===== src/rtl/instruction_fetch_buffer.sv =====
// instruction_fetch_buffer: decoupled IF stage.
// Fetch PC counter -> 1-cycle synchronous instruction ROM -> prefetch FIFO -> decode
// over a valid/ready handshake. A redirect flushes the FIFO and the in-flight read.
// ROM image: word i holds the value i; PCs at or above MEM_DEPTH return a NOP with fault.
// Optional feature macro: IFB_PERF_CNT_EN adds fetchCount/flushCount outputs.
module instruction_fetch_buffer #(
  parameter int                  DATA_WIDTH = 32,
  parameter int                  PC_WIDTH   = 32,
  parameter int                  MEM_DEPTH  = 256,
  parameter int                  FIFO_DEPTH = 4,
  parameter logic [PC_WIDTH-1:0] RESET_PC   = '0,
  parameter logic [PC_WIDTH-1:0] PC_STEP    = PC_WIDTH'(1)
) (
  input  logic                  clock,
  input  logic                  reset,
  input  logic                  redirect,
  input  logic [PC_WIDTH-1:0]   redirectPC,
  input  logic                  instrReady,
  output logic                  instrValid,
  output logic [DATA_WIDTH-1:0] fullInstruction,
  output logic [PC_WIDTH-1:0]   instrPC,
  output logic                  instrFault
`ifdef IFB_PERF_CNT_EN
  ,
  output logic [31:0]           fetchCount,
  output logic [31:0]           flushCount
`endif
);

  localparam int ADDR_W = (MEM_DEPTH > 1) ? $clog2(MEM_DEPTH) : 1;
  localparam int PTR_W  = $clog2(FIFO_DEPTH);
  localparam int CNT_W  = PTR_W + 1;
  localparam logic [CNT_W-1:0]    DEPTH_C   = CNT_W'(FIFO_DEPTH);
  localparam logic [PC_WIDTH-1:0] MEM_LIMIT = PC_WIDTH'(MEM_DEPTH);

  // Fetch side: next PC to issue plus the single ROM read in flight.
  logic [PC_WIDTH-1:0]   fetch_pc_q, fetch_pc_d;
  logic                  inflight_q, inflight_d;
  logic [PC_WIDTH-1:0]   inflight_pc_q, inflight_pc_d;
  logic [DATA_WIDTH-1:0] inflight_data_q, inflight_data_d;
  logic                  inflight_fault_q, inflight_fault_d;

  // Prefetch FIFO storage and bookkeeping.
  logic [DATA_WIDTH-1:0] fifo_data_q [FIFO_DEPTH];
  logic [DATA_WIDTH-1:0] fifo_data_d [FIFO_DEPTH];
  logic [PC_WIDTH-1:0]   fifo_pc_q [FIFO_DEPTH];
  logic [PC_WIDTH-1:0]   fifo_pc_d [FIFO_DEPTH];
  logic                  fifo_fault_q [FIFO_DEPTH];
  logic                  fifo_fault_d [FIFO_DEPTH];
  logic [PTR_W-1:0]      rd_ptr_q, rd_ptr_d;
  logic [PTR_W-1:0]      wr_ptr_q, wr_ptr_d;
  logic [CNT_W-1:0]      count_q, count_d;

  logic                  issue;
  logic                  push;
  logic                  pop;
  logic                  out_of_range;
  logic [DATA_WIDTH-1:0] rom_word;

  // ROM contents as a function of the word address.
  function automatic logic [DATA_WIDTH-1:0] rom_read(input logic [ADDR_W-1:0] addr);
    return DATA_WIDTH'(addr);
  endfunction

  // Next-state logic: redirect overrides everything, otherwise issue/push/pop proceed together.
  always_comb begin
    out_of_range     = (fetch_pc_q >= MEM_LIMIT);
    rom_word         = out_of_range ? '0 : rom_read(fetch_pc_q[ADDR_W-1:0]);
    issue            = !redirect && ((count_q + CNT_W'(inflight_q)) < DEPTH_C);
    push             = !redirect && inflight_q;
    pop              = !redirect && (count_q != '0) && instrReady;

    fetch_pc_d       = fetch_pc_q;
    inflight_d       = inflight_q;
    inflight_pc_d    = inflight_pc_q;
    inflight_data_d  = inflight_data_q;
    inflight_fault_d = inflight_fault_q;
    fifo_data_d      = fifo_data_q;
    fifo_pc_d        = fifo_pc_q;
    fifo_fault_d     = fifo_fault_q;
    rd_ptr_d         = rd_ptr_q;
    wr_ptr_d         = wr_ptr_q;
    count_d          = count_q;

    if (redirect) begin
      fetch_pc_d = redirectPC;
      inflight_d = 1'b0;
      rd_ptr_d   = '0;
      wr_ptr_d   = '0;
      count_d    = '0;
    end else begin
      inflight_d = issue;
      if (issue) begin
        fetch_pc_d       = fetch_pc_q + PC_STEP;
        inflight_pc_d    = fetch_pc_q;
        inflight_data_d  = rom_word;
        inflight_fault_d = out_of_range;
      end
      if (push) begin
        fifo_data_d[wr_ptr_q]  = inflight_data_q;
        fifo_pc_d[wr_ptr_q]    = inflight_pc_q;
        fifo_fault_d[wr_ptr_q] = inflight_fault_q;
        wr_ptr_d               = wr_ptr_q + PTR_W'(1);
      end
      if (pop) begin
        rd_ptr_d = rd_ptr_q + PTR_W'(1);
      end
      count_d = count_q + CNT_W'(push) - CNT_W'(pop);
    end
  end

  // State registers, cleared asynchronously so a reset mid-fetch drops everything.
  always_ff @(posedge clock or posedge reset) begin
    if (reset) begin
      fetch_pc_q       <= RESET_PC;
      inflight_q       <= 1'b0;
      inflight_pc_q    <= '0;
      inflight_data_q  <= '0;
      inflight_fault_q <= 1'b0;
      fifo_data_q      <= '{default: '0};
      fifo_pc_q        <= '{default: '0};
      fifo_fault_q     <= '{default: 1'b0};
      rd_ptr_q         <= '0;
      wr_ptr_q         <= '0;
      count_q          <= '0;
    end else begin
      fetch_pc_q       <= fetch_pc_d;
      inflight_q       <= inflight_d;
      inflight_pc_q    <= inflight_pc_d;
      inflight_data_q  <= inflight_data_d;
      inflight_fault_q <= inflight_fault_d;
      fifo_data_q      <= fifo_data_d;
      fifo_pc_q        <= fifo_pc_d;
      fifo_fault_q     <= fifo_fault_d;
      rd_ptr_q         <= rd_ptr_d;
      wr_ptr_q         <= wr_ptr_d;
      count_q          <= count_d;
    end
  end

  // Head of the FIFO drives decode directly; all fields read zero while empty.
  always_comb begin
    instrValid      = (count_q != '0);
    fullInstruction = '0;
    instrPC         = '0;
    instrFault      = 1'b0;
    if (instrValid) begin
      fullInstruction = fifo_data_q[rd_ptr_q];
      instrPC         = fifo_pc_q[rd_ptr_q];
      instrFault      = fifo_fault_q[rd_ptr_q];
    end
  end

`ifdef IFB_PERF_CNT_EN
  logic [31:0] fetch_count_q, fetch_count_d;
  logic [31:0] flush_count_q, flush_count_d;

  // Counters: accepted instructions and cycles spent under redirect.
  always_comb begin
    fetch_count_d = fetch_count_q + {31'b0, pop};
    flush_count_d = flush_count_q + {31'b0, redirect};
  end

  // Counter registers, wrapping naturally at 2^32.
  always_ff @(posedge clock or posedge reset) begin
    if (reset) begin
      fetch_count_q <= '0;
      flush_count_q <= '0;
    end else begin
      fetch_count_q <= fetch_count_d;
      flush_count_q <= flush_count_d;
    end
  end

  assign fetchCount = fetch_count_q;
  assign flushCount = flush_count_q;
`endif

endmodule

===== config.mk =====
export PLATFORM = sky130hd
export DESIGN_NAME = instruction_fetch_buffer
export DESIGN_NICKNAME = d
export VERILOG_FILES = /design/src/rtl/instruction_fetch_buffer.sv
export SDC_FILE = /design/constraint.sdc
export NUM_CORES = 1
export LEC_CHECK = 0
export ABC_CLOCK_PERIOD_IN_PS = 8700
export BUFFER_PORTS_ARGS = -buffer_cell sky130_fd_sc_hd__buf_2
export CAP_MARGIN = 10
export CORE_ASPECT_RATIO = 1.2
export CORE_MARGIN = 4
export CORE_UTILIZATION = 40
export CTS_BUF_LIST = sky130_fd_sc_hd__clkbuf_16
export CTS_CLUSTER_SIZE = 40
export DETAILED_ROUTE_END_ITERATION = 12
export SYNTH_ARGS = -nofsm -noshare
export SYNTH_HDL_FRONTEND = slang
export SYNTH_SLANG_ARGS = --single-unit

===== constraint.sdc =====
create_clock -name clock -period 8.7 [get_ports clock]
set_input_delay 0 -clock clock [delete_from_list [all_inputs] [get_ports clock]]
set_output_delay 0 -clock clock [all_outputs]
set_load 0.05 [all_outputs]

==> flow_summary.toml <==
[grt]
grt_first_pass_wirelength_mm = 41.10
overflow = 0
grt_pass1_vias = 7241
antenna_found_initial = 0
grt_max_degree = 108
grtUsageTotal_pct = 16.40

[worst_setup_path]
r2r_start = "count_q[1]"
crit_required_ps = 9140
rr_worst_depth = 8
rrSetupSlack_ps = 5730
cp-start-kind = "register"
r2r_end = "inflight_pc_q[18]"
critPathMaxFanout = 31
endpoint_kind = "register"
setup.worst_path.class = "reg -> reg"
worstPathArrival_ps = 3400

[clock_network]
cts_root_buffer = "clkbuf_16"
worstSkewPairLatency_ps = 500
post_cts_buffers = 0
cts_max_level = 1
cts_sinks = 245
numCtsBuffers = 24
tritoncts = "done"
ctsHoldBuffers = 34
clockBufferDepth = 3
cts.repair.resized = 0
clkTransAtPathRegs_ps = 60

[synthesis]
synth_area_mm2 = 0.01137
synthFlopType = "dfrtp_1"
async_flop_share_pct = 100.0
synth_area_leaders = "dfrtp_1 (54%), mux2_2 (16%), mux4_2 (8.1%), nand2_1 (4.2%), and2_1 (2.6%)"
synth_top_area_share_pct = 53.91
synth.ff_latch_count = 245
yosys_warnings = 0
seq_area_frac_synth_pct = 53.91
syn_avg_cell_area_um2 = 12.69
synth_cell_types = 37
synth_edf_count = 0
synth_top_area_cell = "dfrtp_1"
synth_cells = 896

[worst_hold_path]
min_from = "redirect"
min_path_cells = 3
holdPathEnd = "count_q[2]"
hold_path_class = "in -> reg"

[final_layout]
nets = 1033
area_growth_pct = 15.80
drive_above_1_share_pct = 33.93
nFillCells = 2595
n_antenna_cell = 0

[power]
p_leak_nw = 6.237
power_density_mw_per_mm2 = 305.5
power.total_w = 0.004023
switching_share_pct = 34.05
power.share.sequential_pct = 42.1
p_switching_w = 0.001370
pwr-share-clk_pct = 26.3
ir_drop_uv = 130.4
internal_power_w = 0.002653
power_frac_comb_pct = 31.7

[sta]
drv_slew = 0
worst_slew_pin_slew_ps = 943.2
fin_skew_ps = 7.144
max_slew_margin_pct = 37.12
finalHoldViolCount = 0
period_share_pct = 34.11
finalCriticalPeriod_ps = 2968
finalSetupViolCount = 0
rsz0062_at_grt = "no"
fmax_ghz = 0.3370
fin_tns_setup_ps = 0

[floorplan]
start_util_pct = 40.62
core_area_mm2 = 0.02800
die_x_um = 161.9
rows = 67
die-area_mm2 = 0.03121
ioPinCount = 102
die_y_um = 192.7

[route]
routed_via_density = 5.117
wl_per_cell_um = 18.14
drcViolationCount = 0
drt_pass1_iterations = 4
drt-total-wl_mm = 25.11
antenna_left = 0
drt_iter0_drc = 360
num_vias = 7082

[placed_design]
place_congestion = 0.7953
place_hpwl_mm = 15.91
portBuffers = 77

[flow_run]
maxCapViolations = 0

[run_status]
status = "complete, no violations"
==> stage by stage <==
step | worst slack (ps) | cell area (µm²) | hold WS [ps] | instances | utilization (%)
floorplan | 1970 | 11460 | 121.0 | 919 | -
global placement | 5844 | 12030 | 198.8 | 1307 | 42.96
detailed placement | 5745 | 12030 | 193.6 | 1307 | 42.96
CTS | 5726 | 13170 | 102.4 | 1384 | 47.04
global route | 5498 | 13170 | 137.9 | 1384 | 47.04
finish | 5732 | 13170 | 113.5 | 1384 | 47.04
==> power by group through the flow <==
stage	clock network [W]	registers (W)	logic, W
after CTS	0.00109	0.00170	0.00130
after detailed placement	0	0.00172	0.00129
final	0.00106	0.00169	0.00127
after floorplan	0	0.00162	0.00106
after global placement	0	0.00171	0.00127
after global routing	0.00114	0.00174	0.00139
==> worst max-delay path by stage <==
| stage | endpoint | cells after the start | start | slack [ps] |
|---|---|---|---|---|
| global route | inflight_pc_q[18] | 8 | count_q[1] | 5500 |
| finish | inflight_pc_q[18] | 8 | count_q[1] | 5730 |
| CTS | inflight_pc_q[18] | 8 | inflight_q | 5730 |
| floorplan | count_q[0] | 1 | reset | 1970 |
| detailed placement | inflight_pc_q[18] | 8 | inflight_q | 5750 |
| global placement | inflight_pc_q[22] | 8 | inflight_q | 5840 |
==> worst max-delay path, cell delays in order, from the launching register on <==
cell,delay (ps)
dfrtp_1,420
nand3_1,140
xor2_2,130
buf_4,330
nand2_1,480
buf_4,410
inv_1,720
nand2_1,150
nand2_1,90
==> routing by layer <==
metal	vias to the layer above	global-route usage (%)	wire length (µm)
li1	3296	-	-
met1	3635	23.68	11580
met2	124	26.55	11950
met3	27	2.179	1102
met4	0	3.970	473
met5	-	0	0
==> state kept, by name (all words and copies together), names as in the netlist, 3 cells and up <==
name and count:
inflight_data_q 8, fifo_pc_q 128, fetch_pc_q 32, count_q 3, inflight_pc_q 32, fifo_data_q 32
fifo_fault_q 4
==> placed cells by master, fill, tap and decap left out, types with 2 or more instances in the layout <==
master         instances
a21oi_1                2
a22o_1                 8
a31o_2                 2
and2_1                47
and3_1                10
and4_1                 3
buf_2                 77
buf_4                 12
bufinv_16              4
clkbuf_16             25
clkinv_1               5
clkinv_2               2
conb_1                24
dfrtp_1              243
dfrtp_2                2
dlygate4sd3_1         34
ha_1                   8
inv_1                 18
mux2_2               166
mux4_2                41
nand2_1              123
nand2_2                4
nand3_1               17
nand4_1               23
nor2_1                16
nor2b_1                2
nor3_1                 2
nor3_2                 2
nor4_1                 8
o21ai_0               31
or3_1                  2
xnor2_1                5
xor2_1                27
==> synth_stat cells (17+ instances only) <==
library cell	n
and2_1	47
buf_1	17
buf_4	25
clkbuf_1	27
dfrtp_1	245
mux2_2	166
mux4_2	41
nand2_1	127
nand3_1	17
nand4_1	23
o21ai_0	31
xor2_1	28
==> kinds of logic after synthesis <==
family / synth area share (%)
AND/OR/NAND/NOR: 11.32
flip-flops: 53.91
multiplexers: 24.64
buffers and inverters: 3.982
AO/OA/AOI/OAI: 2.519
XOR/XNOR: 2.541
adder cells (fa/ha/maj): 1.056
other: 0.03297
==> cell type report <==
type | instances | area, µm² | area share [%]
Multi-Input combinational cell | 582 | 4893 | 37.16
Inverter | 12 | 52.55 | 0.3990
Clock inverter | 18 | 175.2 | 1.330
Clock buffer | 25 | 625.6 | 4.750
Sequential cell | 245 | 6133 | 46.57
Timing Repair Buffer | 123 | 815.8 | 6.194
Tap cell | 379 | 474.2 | 3.601
No activity file was read; power rests on OpenSTA's default activity.
